## src/rtl/mmu_tlb_port_arbiter.sv

```systemverilog
// mmu_tlb_port_arbiter
//   Owns the shared lTlb/sTlb lookup port of one vFPGA. N_REQ translation FSMs
//   take exclusive lookup ownership through lock_req/unlock, served round-robin.
//   The TLB-update stream is only let through when no lookup owns the port, so
//   an update never lands while a lookup is in flight.
//
// Ports
//   aclk, aresetn   clock, synchronous active-low reset
//   lock_req[N]     level request per requester, held until granted
//   unlock[N]       one-cycle release pulse; ignored unless from the owner
//   grant[N]        registered one-hot owner, zero when idle or updating
//   sel             lookup-mux select, current or last owner index
//   s_upd_*         update stream from the TLB slave (tvalid/tready/tlast)
//   m_upd_*         update stream to tlb_controller (tvalid/tready)
//   busy            arbiter not idle
//   hold_err        sticky, an owner held the lock for MAX_HOLD cycles
module mmu_tlb_port_arbiter #(
   parameter int N_REQ    = 2,
   parameter int MAX_HOLD = 1024,
   parameter int CNT_BITS = 16
) (
   input  logic                     aclk,
   input  logic                     aresetn,
   input  logic [N_REQ-1:0]         lock_req,
   input  logic [N_REQ-1:0]         unlock,
   output logic [N_REQ-1:0]         grant,
   output logic [$clog2(N_REQ)-1:0] sel,
   input  logic                     s_upd_tvalid,
   output logic                     s_upd_tready,
   input  logic                     s_upd_tlast,
   output logic                     m_upd_tvalid,
   input  logic                     m_upd_tready,
   output logic                     busy,
   output logic                     hold_err
);

   localparam int SEL_W = $clog2(N_REQ);

   typedef enum logic [1:0] {
      ST_IDLE,
      ST_LOCK,
      ST_UPD
   } state_t;

   state_t              state, state_nxt;
   logic [N_REQ-1:0]    grant_nxt;
   logic [SEL_W-1:0]    sel_nxt;
   logic [SEL_W-1:0]    rr_ptr, rr_nxt;
   logic                upd_pri, pri_nxt;
   logic [CNT_BITS-1:0] hold_cnt, cnt_nxt;
   logic                err_nxt;

   logic [N_REQ-1:0]    eff_req;
   logic                win_found;
   logic [SEL_W-1:0]    win_idx;
   logic                owner_unlock;
   logic                upd_last;
   logic                enter_lock;

   // Round-robin pick starting at rr_ptr. A requester pulsing unlock has its
   // request masked for that cycle, so a releasing owner cannot re-win at once.
   // First pass covers rr_ptr..N_REQ-1, second pass wraps to 0..rr_ptr-1.
   always_comb begin
      eff_req   = lock_req & ~unlock;
      win_found = 1'b0;
      win_idx   = '0;
      for (int unsigned i = 0; i < N_REQ; i++) begin
         if (!win_found && eff_req[i] && (i >= 32'(rr_ptr))) begin
            win_found = 1'b1;
            win_idx   = SEL_W'(i);
         end
      end
      for (int unsigned i = 0; i < N_REQ; i++) begin
         if (!win_found && eff_req[i]) begin
            win_found = 1'b1;
            win_idx   = SEL_W'(i);
         end
      end
   end

   always_comb begin
      state_nxt    = state;
      grant_nxt    = grant;
      sel_nxt      = sel;
      rr_nxt       = rr_ptr;
      pri_nxt      = upd_pri;
      cnt_nxt      = hold_cnt;
      err_nxt      = hold_err;
      enter_lock   = 1'b0;
      owner_unlock = |(unlock & grant);
      upd_last     = s_upd_tvalid && m_upd_tready && s_upd_tlast;

      case (state)
         ST_IDLE: begin
            if (s_upd_tvalid && (!(|eff_req) || upd_pri)) begin
               state_nxt = ST_UPD;
            end else if (win_found) begin
               enter_lock = 1'b1;
            end
         end
         ST_LOCK: begin
            if (hold_cnt != '1) begin
               cnt_nxt = hold_cnt + CNT_BITS'(1);
            end
            if (cnt_nxt == CNT_BITS'(MAX_HOLD)) begin
               err_nxt = 1'b1;
            end
            if (owner_unlock) begin
               grant_nxt = '0;
               if (s_upd_tvalid && upd_pri) begin
                  state_nxt = ST_UPD;
               end else if (win_found) begin
                  // direct handoff, no idle cycle between owners
                  enter_lock = 1'b1;
               end else begin
                  state_nxt = ST_IDLE;
               end
            end
         end
         ST_UPD: begin
            if (upd_last) begin
               state_nxt = ST_IDLE;
               pri_nxt   = 1'b0;
            end
         end
         default: begin
            state_nxt = ST_IDLE;
            grant_nxt = '0;
         end
      endcase

      if (enter_lock) begin
         state_nxt          = ST_LOCK;
         grant_nxt          = '0;
         grant_nxt[win_idx] = 1'b1;
         sel_nxt            = win_idx;
         rr_nxt             = (win_idx == SEL_W'(N_REQ - 1)) ? '0 : win_idx + SEL_W'(1);
         pri_nxt            = 1'b1;
         cnt_nxt            = '0;
      end
   end

   // Update path gated by reset as well so a partial burst stops immediately.
   always_comb begin
      busy         = (state != ST_IDLE);
      s_upd_tready = aresetn && (state == ST_UPD) && m_upd_tready;
      m_upd_tvalid = aresetn && (state == ST_UPD) && s_upd_tvalid;
   end

   always_ff @(posedge aclk) begin
      if (!aresetn) begin
         state    <= ST_IDLE;
         grant    <= '0;
         sel      <= '0;
         rr_ptr   <= '0;
         upd_pri  <= 1'b0;
         hold_cnt <= '0;
         hold_err <= 1'b0;
      end else begin
         state    <= state_nxt;
         grant    <= grant_nxt;
         sel      <= sel_nxt;
         rr_ptr   <= rr_nxt;
         upd_pri  <= pri_nxt;
         hold_cnt <= cnt_nxt;
         hold_err <= err_nxt;
      end
   end

endmodule

```

## config.mk

```make
export PLATFORM = sky130hd
export DESIGN_NAME = mmu_tlb_port_arbiter
export DESIGN_NICKNAME = d
export VERILOG_FILES = /design/src/rtl/mmu_tlb_port_arbiter.sv
export SDC_FILE = /design/constraint.sdc
export NUM_CORES = 1
export LEC_CHECK = 0
export ABC_CLOCK_PERIOD_IN_PS = 2600
export CORE_UTILIZATION = 35
export DETAILED_ROUTE_END_ITERATION = 10
export PLACE_DENSITY = 0.62
export SYNTH_ARGS = -nofsm -noshare
export SYNTH_HDL_FRONTEND = slang
export SYNTH_SLANG_ARGS = --single-unit
```

## constraint.sdc

```tcl
create_clock -name aclk -period 2.6 [get_ports aclk]
set_clock_uncertainty 0.15 [all_clocks]
set_input_delay 0.26 -clock aclk [delete_from_list [all_inputs] [get_ports aclk]]
set_output_delay 0.26 -clock aclk [all_outputs]
set_load 0.005 [all_outputs]
```

### After elaboration in Yosys (flattened, before gate mapping)

Cells that the tools add are included.

| storage, ports and cells | value |
|---|---|
| input bits | 9 |
| output and inout bits | 7 |
| register bits | 24 |
| word-level logic and storage cells | 90 |

| operators by class | value |
|---|---|
| reduce and logical (&&, ||, !) cells | 30 |
| equal/unequal tests | 13 |
| order comparisons | 3 |
| mux-type cells | 30 |
| bitwise gates (word level) | 4 |
| $add $sub $neg | 2 |

Operator list:

| kind | number |
|---|---|
| 2-to-1 mux 16 bit | 2 |
| 2-to-1 mux 1 bit | 17 |
| adder 16 x 1 -> 16 bit (second input constant) | 1 |
| == test 16 x 11 -> 1 bit (second input constant) | 1 |
| inequality test 16 bit (second input constant) | 1 |
| 2-to-1 mux 2 bit | 7 |
| logical AND 1 bit | 12 |
| inequality test 3 bit (second input constant) | 4 |
| AND reduction 4 bit | 2 |
| OR reduction 2 bit | 4 |
| inequality test 2 bit (second input constant) | 3 |
| case mux 2 bit (3 select lines) | 1 |
| AND reduction 2 bit | 3 |
| nonzero test 2 bit | 3 |
| bitwise AND 2 bit | 2 |
| zero test 1 bit | 4 |
| inequality test 4 bit (second input constant) | 1 |
| case mux 2 bit (2 select lines) | 1 |
| == test 2 x 1 -> 1 bit (second input constant) | 1 |
| == test 2 bit (second input constant) | 1 |
| zero test 2 bit | 1 |
| < comparator 1 x 2 -> 1 bit (second input constant) | 1 |
| inequality test 2 x 1 -> 1 bit (second input constant) | 1 |
| NOT 2 bit | 1 |
| other kinds (7) | 7 |

### Longest topological paths before layout

Gate-level depths: netlist of run 1.

| logic depth | value |
|---|---|
| depth in word-level cells | 19 |
| gate-level depth with buffers | 7 |
| mapped depth without buffers | 6 |

### Worst setup path before layout of run 1

Ideal clock, no wire load.

| path | value |
|---|---|
| kind | reg2reg |
| from | register hold_cnt[0] |
| to | register hold_err |
| setup time | 96 ps |
| cell stages (with the launch flop) | 8 |
| data arrival time | 2048 ps |
| slack | 306 ps |
| path buffers | 1 |
| cells stage by stage | dfxtp_1 > ha_1 > and4_1 > buf_4 > nand4_4 > mux2_4 > or4_4 > o41ai_2 |

| between the ends | value |
|---|---|
| longest elaborated chain between the ends | 5 |
| elaborated cells between the ends (all ways) | 6 |
| classes of those cells | add/sub: 1; eq/ne: 2; mux: 2; reduce/logical: 1 |

RTL lines:

| item | RTL line | source |
|---|---|---|
| start: declaration | 50 | `logic [CNT_BITS-1:0] hold_cnt, cnt_nxt;` |
| start signal: assignment | 165 | `hold_cnt <= cnt_nxt;` |
| adder 16 x 1 -> 16 bit / inequality test 16 bit (equally long branches) | 103, 102 |  |
| 2-to-1 mux 16 bit * | 102 | `if (hold_cnt != '1) begin` |
| 2-to-1 mux 16 bit * | 93 | `case (state)` |
| == test 16 x 11 -> 1 bit * | 105 | `if (cnt_nxt == CNT_BITS'(MAX_HOLD)) begin` |
| AND reduction 2 bit (no line) * | -- |  |
| end signal: assignment | 166 | `hold_err <= err_nxt;` |
| end: declaration | 34 | `output logic hold_err` |

Mark *: on every way between the ends. The rest lies on a longest branch, timed or not. The select of a mux whose other input is x is not followed.
A chain may end at the register's enable or synchronous reset.

### Final worst setup path of run 1

Ends and elaborated chain as after synthesis.

==> impl_metrics.tcl, run 1 <==
set metrics [dict create \
    clkTransAtPathRegs_ns 0.09 \
    core_area_mm2 0.00400 \
    h-tree-depth 1 \
    diodes 0 \
    p_total_mw 0.886 \
    drt_pass1_iterations 4 \
    tns_ns 0 \
    syn_inst 179 \
    maxSlewViolCount 0 \
    cpMaxStageDelayCell "or4_4" \
    cts_setup_buffers 0 \
    drc 0 \
    clockBufferDepth 2 \
    setup_viol 0 \
    maxCapViolCount 0 \
    power.density_mw_per_mm2 499 \
    grt_pass1_vias 1303 \
    clock-sinks 24 \
    worst_ir_drop_vdd_mv 0.229 \
    drt-total-wl_um 3510 \
    rows 23 \
    cp_num_buf_inv 0 \
    max_stage_delay_ns 0.51 \
    drt_iter0_drc 107 \
    start_kind "flip-flop" \
    dieArea_mm2 0.00444 \
    final_layout_size_suffix_gt1_frac 0.111 \
    worstPathRequired_ns 2.65 \
    cpLargestDelayFamily "simple AND/OR/NAND/NOR gates" \
    worstHoldPathType "flip-flop to flip-flop" \
    leakagePower_nw 0.635 \
    synthArstFlopShare 0 \
    synth_ff_type "dfxtp_1" \
    min_period_ns 2.42 \
    grt_use_total 0.175 \
    rsz0062_at_grt "no" \
    fp.dieH_um 66.6 \
    synth_warnings 0 \
    grt-ovfl-total 0 \
    status "finished clean" \
    syn-cell-area_mm2 0.00146 \
    max_slew_margin 0.641 \
    finalCritPeriodShare 0.931 \
    fmax_mhz 413 \
    portBuffers 15 \
    numPlacedInstances 245 \
    cts_buffers 3 \
    drt-wirelength-per-cell_um 14.1 \
    grt_max_degree 15 \
    fillers 396 \
    tightest_slew_ns 0.533 \
    cts_hold_buf 0 \
    final_cells 249 \
    die_w_um 66.6 \
    antenna_found_initial 0 \
    cts-root-buf "clkbuf_8" \
    drtAntennaViolNets 0 \
    num_vias 1380 \
    synth-edff-count 0 \
    ios 16 \
    grt_pass1_wl_um 5840 \
    placed_cell_area_mm2 0.00170 \
    ys_seq_elements 24 \
    start_util 0.366 \
    area_growth_syn_to_layout_pct 21.5 \
    ys_types 48 \
    cp_max_fo 7 \
    seq_area_frac_synth 0.328 \
    vias_per_cell 5.54 \
    dpl.hpwl_um 2580 \
    cts_tree "built" \
    critPathCaptureType "flip-flop" \
    crit_arrival_ns 2.46 \
    syn_area_per_cell_um2 8.17 \
    insertion_delay_ns 0.28 \
    crit_chain "ha_1 > and4_1 > nand4_4 > mux2_4 > or4_4 > o41ai_2" \
    synth_nets 189 \
    worstSetupPathType "flip-flop to flip-flop" \
    place_congestion 0.907 \
    final_area_mm2 0.00178 \
    final_net_count 210 \
    finalHoldViolations 0 \
]
layout make-up:
class / count / area [um^2] / area share
clock buffer: 3 / 41.3 / 0.0232
clock inverter: 1 / 30.0 / 0.0169
tap: 50 / 62.6 / 0.0352
timing repair buffer: 27 / 240 / 0.135
sequential: 24 / 480 / 0.270
multi-input combinational: 143 / 918 / 0.517
inverter: 1 / 3.75 / 0.00211
metrics by stage:
step	utilization	hold slack (ns)	worst slack [ns]
2_1_floorplan	-	0.301	0.306
3_3_place_gp	0.426	0.296	0.261
3_5_place_dp	0.426	0.299	0.218
4_1_cts	0.444	0.309	0.203
5_1_grt	0.444	0.321	0.0184
6_report	0.444	0.304	0.181
flip-flops by register name, indices dropped and copies added, names as in the netlist:
signal,flops
grant,2
hold_cnt,16
hold_err,1
rr_ptr,1
sel,1
state,2
upd_pri,1
metal layers:
metal  part of all wire  vias up  track usage
li1                   -      706            -
met4              0.027        0       0.0984
met3              0.051        9       0.0342
met1               0.48      623        0.217
met2               0.44       42        0.280
met5                  0        -            0
worst register-to-register path, cell delays in order (launching register included):
cell,delay (ns)
dfxtp_1,0.43
ha_1,0.33
and4_1,0.29
nand4_4,0.11
mux2_4,0.32
or4_4,0.51
o41ai_2,0.19
kinds of logic (layout without fill, tap and decap cells):
group                    after synthesis  in the layout  share of synthesized area
AO/OA/AOI/OAI                         39             39                      0.199
flip-flops                            24             24                      0.328
multiplexers                           2              2                     0.0171
buffers and inverters                 12             32                     0.0445
AND/OR/NAND/NOR                       88             88                      0.324
XOR/XNOR                              13             13                     0.0778
adder cells (fa/ha/maj)                1              1                    0.00855
repair_timing:
item,in CTS,in global routing
endpoints found under the hold margin,0,0
gates resized for setup,0,1
setup endpoints to repair,0,1
placed cells by master, fill, tap and decap left out, types with 2 or more instances in the layout:
| cell type | instances |
|---|---|
| o2111ai_1 | 2 |
| clkdlybuf4s50_1 | 15 |
| and2_1 | 2 |
| nor4_1 | 2 |
| or3_1 | 3 |
| buf_4 | 12 |
| o21ai_0 | 4 |
| and4_1 | 3 |
| a211oi_1 | 2 |
| a31oi_1 | 2 |
| nand2_1 | 20 |
| and3_1 | 6 |
| xor2_1 | 8 |
| a21oi_1 | 9 |
| nor3_1 | 3 |
| a41o_1 | 2 |
| clkbuf_8 | 3 |
| nor2_1 | 16 |
| a21boi_0 | 2 |
| xnor2_1 | 5 |
| nor2b_1 | 5 |
| dfxtp_1 | 24 |
| or2_2 | 2 |
| nand4_1 | 6 |
| nand2b_1 | 5 |
| nand3_1 | 12 |
final timing paths:
| kind | from | endpoint | depth (start not counted) | slack (ns) |
|---|---|---|---|---|
| min | sel$_SDFFE_PN0P_ | sel$_SDFFE_PN0P_ | 2 | 0.30 |
| max | hold_cnt[0]$_SDFFE_PP0N_ | hold_err$_SDFFE_PN0P_ | 6 | 0.18 |
| max reg2reg | hold_cnt[0]$_SDFFE_PP0N_ | hold_err$_SDFFE_PN0P_ | 6 | 0.18 |
| min reg2reg | sel$_SDFFE_PN0P_ | sel$_SDFFE_PN0P_ | 2 | 0.30 |
synth_stat cells (3+ instances only):
master	n	area share
dfxtp_1	24	0.33
nand2_1	20	0.051
nor2_1	16	0.041
nand3_1	12	0.041
a21oi_1	9	0.031
xor2_1	8	0.048
and3_1	6	0.026
nand4_1	6	0.026
nand2b_1	5	0.021
nor2b_1	5	0.021
xnor2_1	5	0.030
buf_2	4	0.014
buf_4	4	0.021
o21ai_0	4	0.014
and4_1	3	0.018
clkbuf_1	3	0.0077
nor3_1	3	0.010
or3_1	3	0.013
power by group:
part           internal (mW)  switching [mW]  leakage (nW)  total (mW)
combinational         0.0728          0.0702         0.405       0.143
clock                  0.206           0.136        0.0357       0.343
sequential             0.382          0.0179         0.195       0.400
(Power assumes the default switching activity.)
==> inputs of run 2 (changes only) <==
--- a/config.mk
+++ b/config.mk
@@ -7,6 +7,8 @@
 export LEC_CHECK = 0
 export ABC_CLOCK_PERIOD_IN_PS = 2600
 export CORE_UTILIZATION = 35
+export CTS_BUF_LIST = sky130_fd_sc_hd__clkbuf_2
+export CTS_CLUSTER_SIZE = 30
 export DETAILED_ROUTE_END_ITERATION = 10
 export PLACE_DENSITY = 0.62
 export SYNTH_ARGS = -nofsm -noshare
==> run 2 against run 1 <==
Clock-buffer cell count unchanged; non-clock buffer count unchanged; combinational power about the same; core utilization decreased by 0.59 points; flip-flop and latch count unchanged; power decreased by 9.2%; fmax increased by 1.1%; critical endpoint unchanged.
==> impl_metrics.tcl, run 2 (synthesized netlist as in run 1, its figures left out) <==
set metrics [dict create \
    cp_max_fo 7 \
    min_period_ns 2.39 \
    numPlacedInstances 245 \
    cts_tree "built" \
    hold_path_depth 2 \
    r2r_end "hold_err$_SDFFE_PN0P_" \
    cpLargestDelayFamily "simple AND/OR/NAND/NOR gates" \
    drt_pass1_iterations 4 \
    power.density_mw_per_mm2 459 \
    rows 23 \
    grt_pass1_vias 1305 \
    final_layout_size_suffix_gt1_frac 0.116 \
    clock-sinks 24 \
    worstPathRequired_ns 2.75 \
    grt_pass1_wl_um 5840 \
    drt_iter0_drc 105 \
    grt-ovfl-total 0 \
    dieArea_mm2 0.00444 \
    place_congestion 0.907 \
    worstHoldStart "sel$_SDFFE_PN0P_" \
    final_common_cell "dfxtp_1" \
    grt_use_total 0.172 \
    final_net_count 210 \
    max_slew_margin 0.648 \
    largest_reg_flops 16 \
    fp.dieH_um 66.6 \
    drt-wirelength-per-cell_um 14.0 \
    diodes 0 \
    cts_hold_buf 0 \
    insertion_delay_ns 0.36 \
    cts_buffers 3 \
    portBuffers 15 \
    start_util 0.366 \
    placed_cell_area_mm2 0.00170 \
    worstSetupPathType "flip-flop to flip-flop" \
    finalCritPeriodShare 0.920 \
    cpMaxStageDelayCell "or4_4" \
    top_register "hold_cnt" \
    critPathCaptureType "flip-flop" \
    h-tree-depth 1 \
    final_core_util 0.438 \
    worstHoldPathType "flip-flop to flip-flop" \
    rsz0062_at_grt "no" \
    leakagePower_nw 0.623 \
    tns_ns 0 \
    clkTransAtPathRegs_ns 0.27 \
    mostFrequentLayoutCells "dfxtp_1 (24), nand2_1 (20), nor2_1 (16)" \
    num_vias 1389 \
    drt-total-wl_um 3490 \
    setup_viol 0 \
    r2r_start "hold_cnt[0]$_SDFFE_PP0N_" \
    crit_arrival_ns 2.55 \
    ios 16 \
    maxCapViolCount 0 \
    final_cells 249 \
    rrSetupSlack_ns 0.21 \
    drtAntennaViolNets 0 \
    start_kind "flip-flop" \
    vias_per_cell 5.58 \
    crit_chain "ha_2 > and4_1 > nand4_4 > mux2_4 > or4_4 > o41ai_2" \
    hold_slack_ns 0.318 \
    fmax_mhz 418 \
    maxSlewViolCount 0 \
    whs_endpoint "sel$_SDFFE_PN0P_" \
    drc 0 \
    finalHoldViolations 0 \
    status "finished clean" \
    cp_num_buf_inv 0 \
    die_w_um 66.6 \
    fillers 402 \
    max_stage_delay_ns 0.51 \
    core_area_mm2 0.00400 \
    clockBufferDepth 2 \
    cts-root-buf "clkbuf_2" \
    dpl.hpwl_um 2580 \
    antenna_found_initial 0 \
    area_growth_syn_to_layout_pct 19.8 \
    r2r_cells 6 \
    grt_max_degree 15 \
    tightest_slew_ns 0.524 \
    reg_top3 "hold_cnt: 16 flops, grant: 2 flops, state: 2 flops" \
    worst_ir_drop_vdd_mv 0.191 \
    final_area_mm2 0.00175 \
]
run 2: cell counts in the layout (fill, tap and decap cells not counted):
No cell type changed its count.
run 2: power breakdown:
part / leakage [nW] / switching [mW] / internal, mW
Sequential: 0.195 / 0.0179 / 0.384
Clock: 0.0266 / 0.127 / 0.132
Combinational: 0.402 / 0.0699 / 0.0730
run 2: through the flow:
step           setup slack (ns)  power [mW]
2_1_floorplan             0.306       0.482
3_3_place_gp              0.261       0.553
3_5_place_dp              0.218       0.551
4_1_cts                   0.166       0.805
5_1_grt                  0.0455       0.836
6_report                  0.207       0.805
run 2: cell type report:
class                   instances  area (um^2)  area share
clock buffers                   3         15.0     0.00857
clock inverters                 1         30.0      0.0171
inverters                       1         3.75     0.00214
multi-input cells             143          921       0.525
flip-flops and latches         24          480       0.274
well taps                      50         62.6      0.0357
repair buffers                 27          240       0.137
run 2: worst reg2reg max path, cell delays in order, from the launching register on:
cell	delay, ns
dfxtp_1	0.48
ha_2	0.28
and4_1	0.28
nand4_4	0.11
mux2_4	0.32
or4_4	0.51
o41ai_2	0.19
run 2: how the worst max path moves through the flow:
stage                                        start               endpoint  slack (ns)  cells after the start
final                     hold_cnt[0]$_SDFFE_PP0N_  hold_err$_SDFFE_PN0P_        0.21                      6
after global routing      hold_cnt[0]$_SDFFE_PP0N_  hold_err$_SDFFE_PN0P_        0.05                      7
after CTS                 hold_cnt[0]$_SDFFE_PP0N_  hold_err$_SDFFE_PN0P_        0.17                      6
after detailed placement  hold_cnt[0]$_SDFFE_PP0N_  hold_err$_SDFFE_PN0P_        0.22                      6
after global placement    hold_cnt[0]$_SDFFE_PP0N_  hold_err$_SDFFE_PN0P_        0.26                      6
after floorplan           hold_cnt[0]$_SDFFE_PP0N_  hold_err$_SDFFE_PN0P_        0.31                      7
run 2: repair_timing:
item | CTS | global route
setup endpoints to repair | 0 | 1
hold endpoints to repair | 0 | 0
buffers inserted | 0 | 0
resized for setup | 0 | 2
run 2: per-layer routing:
metal / vias up / global-route usage / wire (um)
met5: - / 0 / 0
met1: 626 / 0.222 / 1650
met2: 42 / 0.278 / 1560
li1: 708 / - / -
met3: 13 / 0.0291 / 186
met4: 0 / 0.0745 / 102
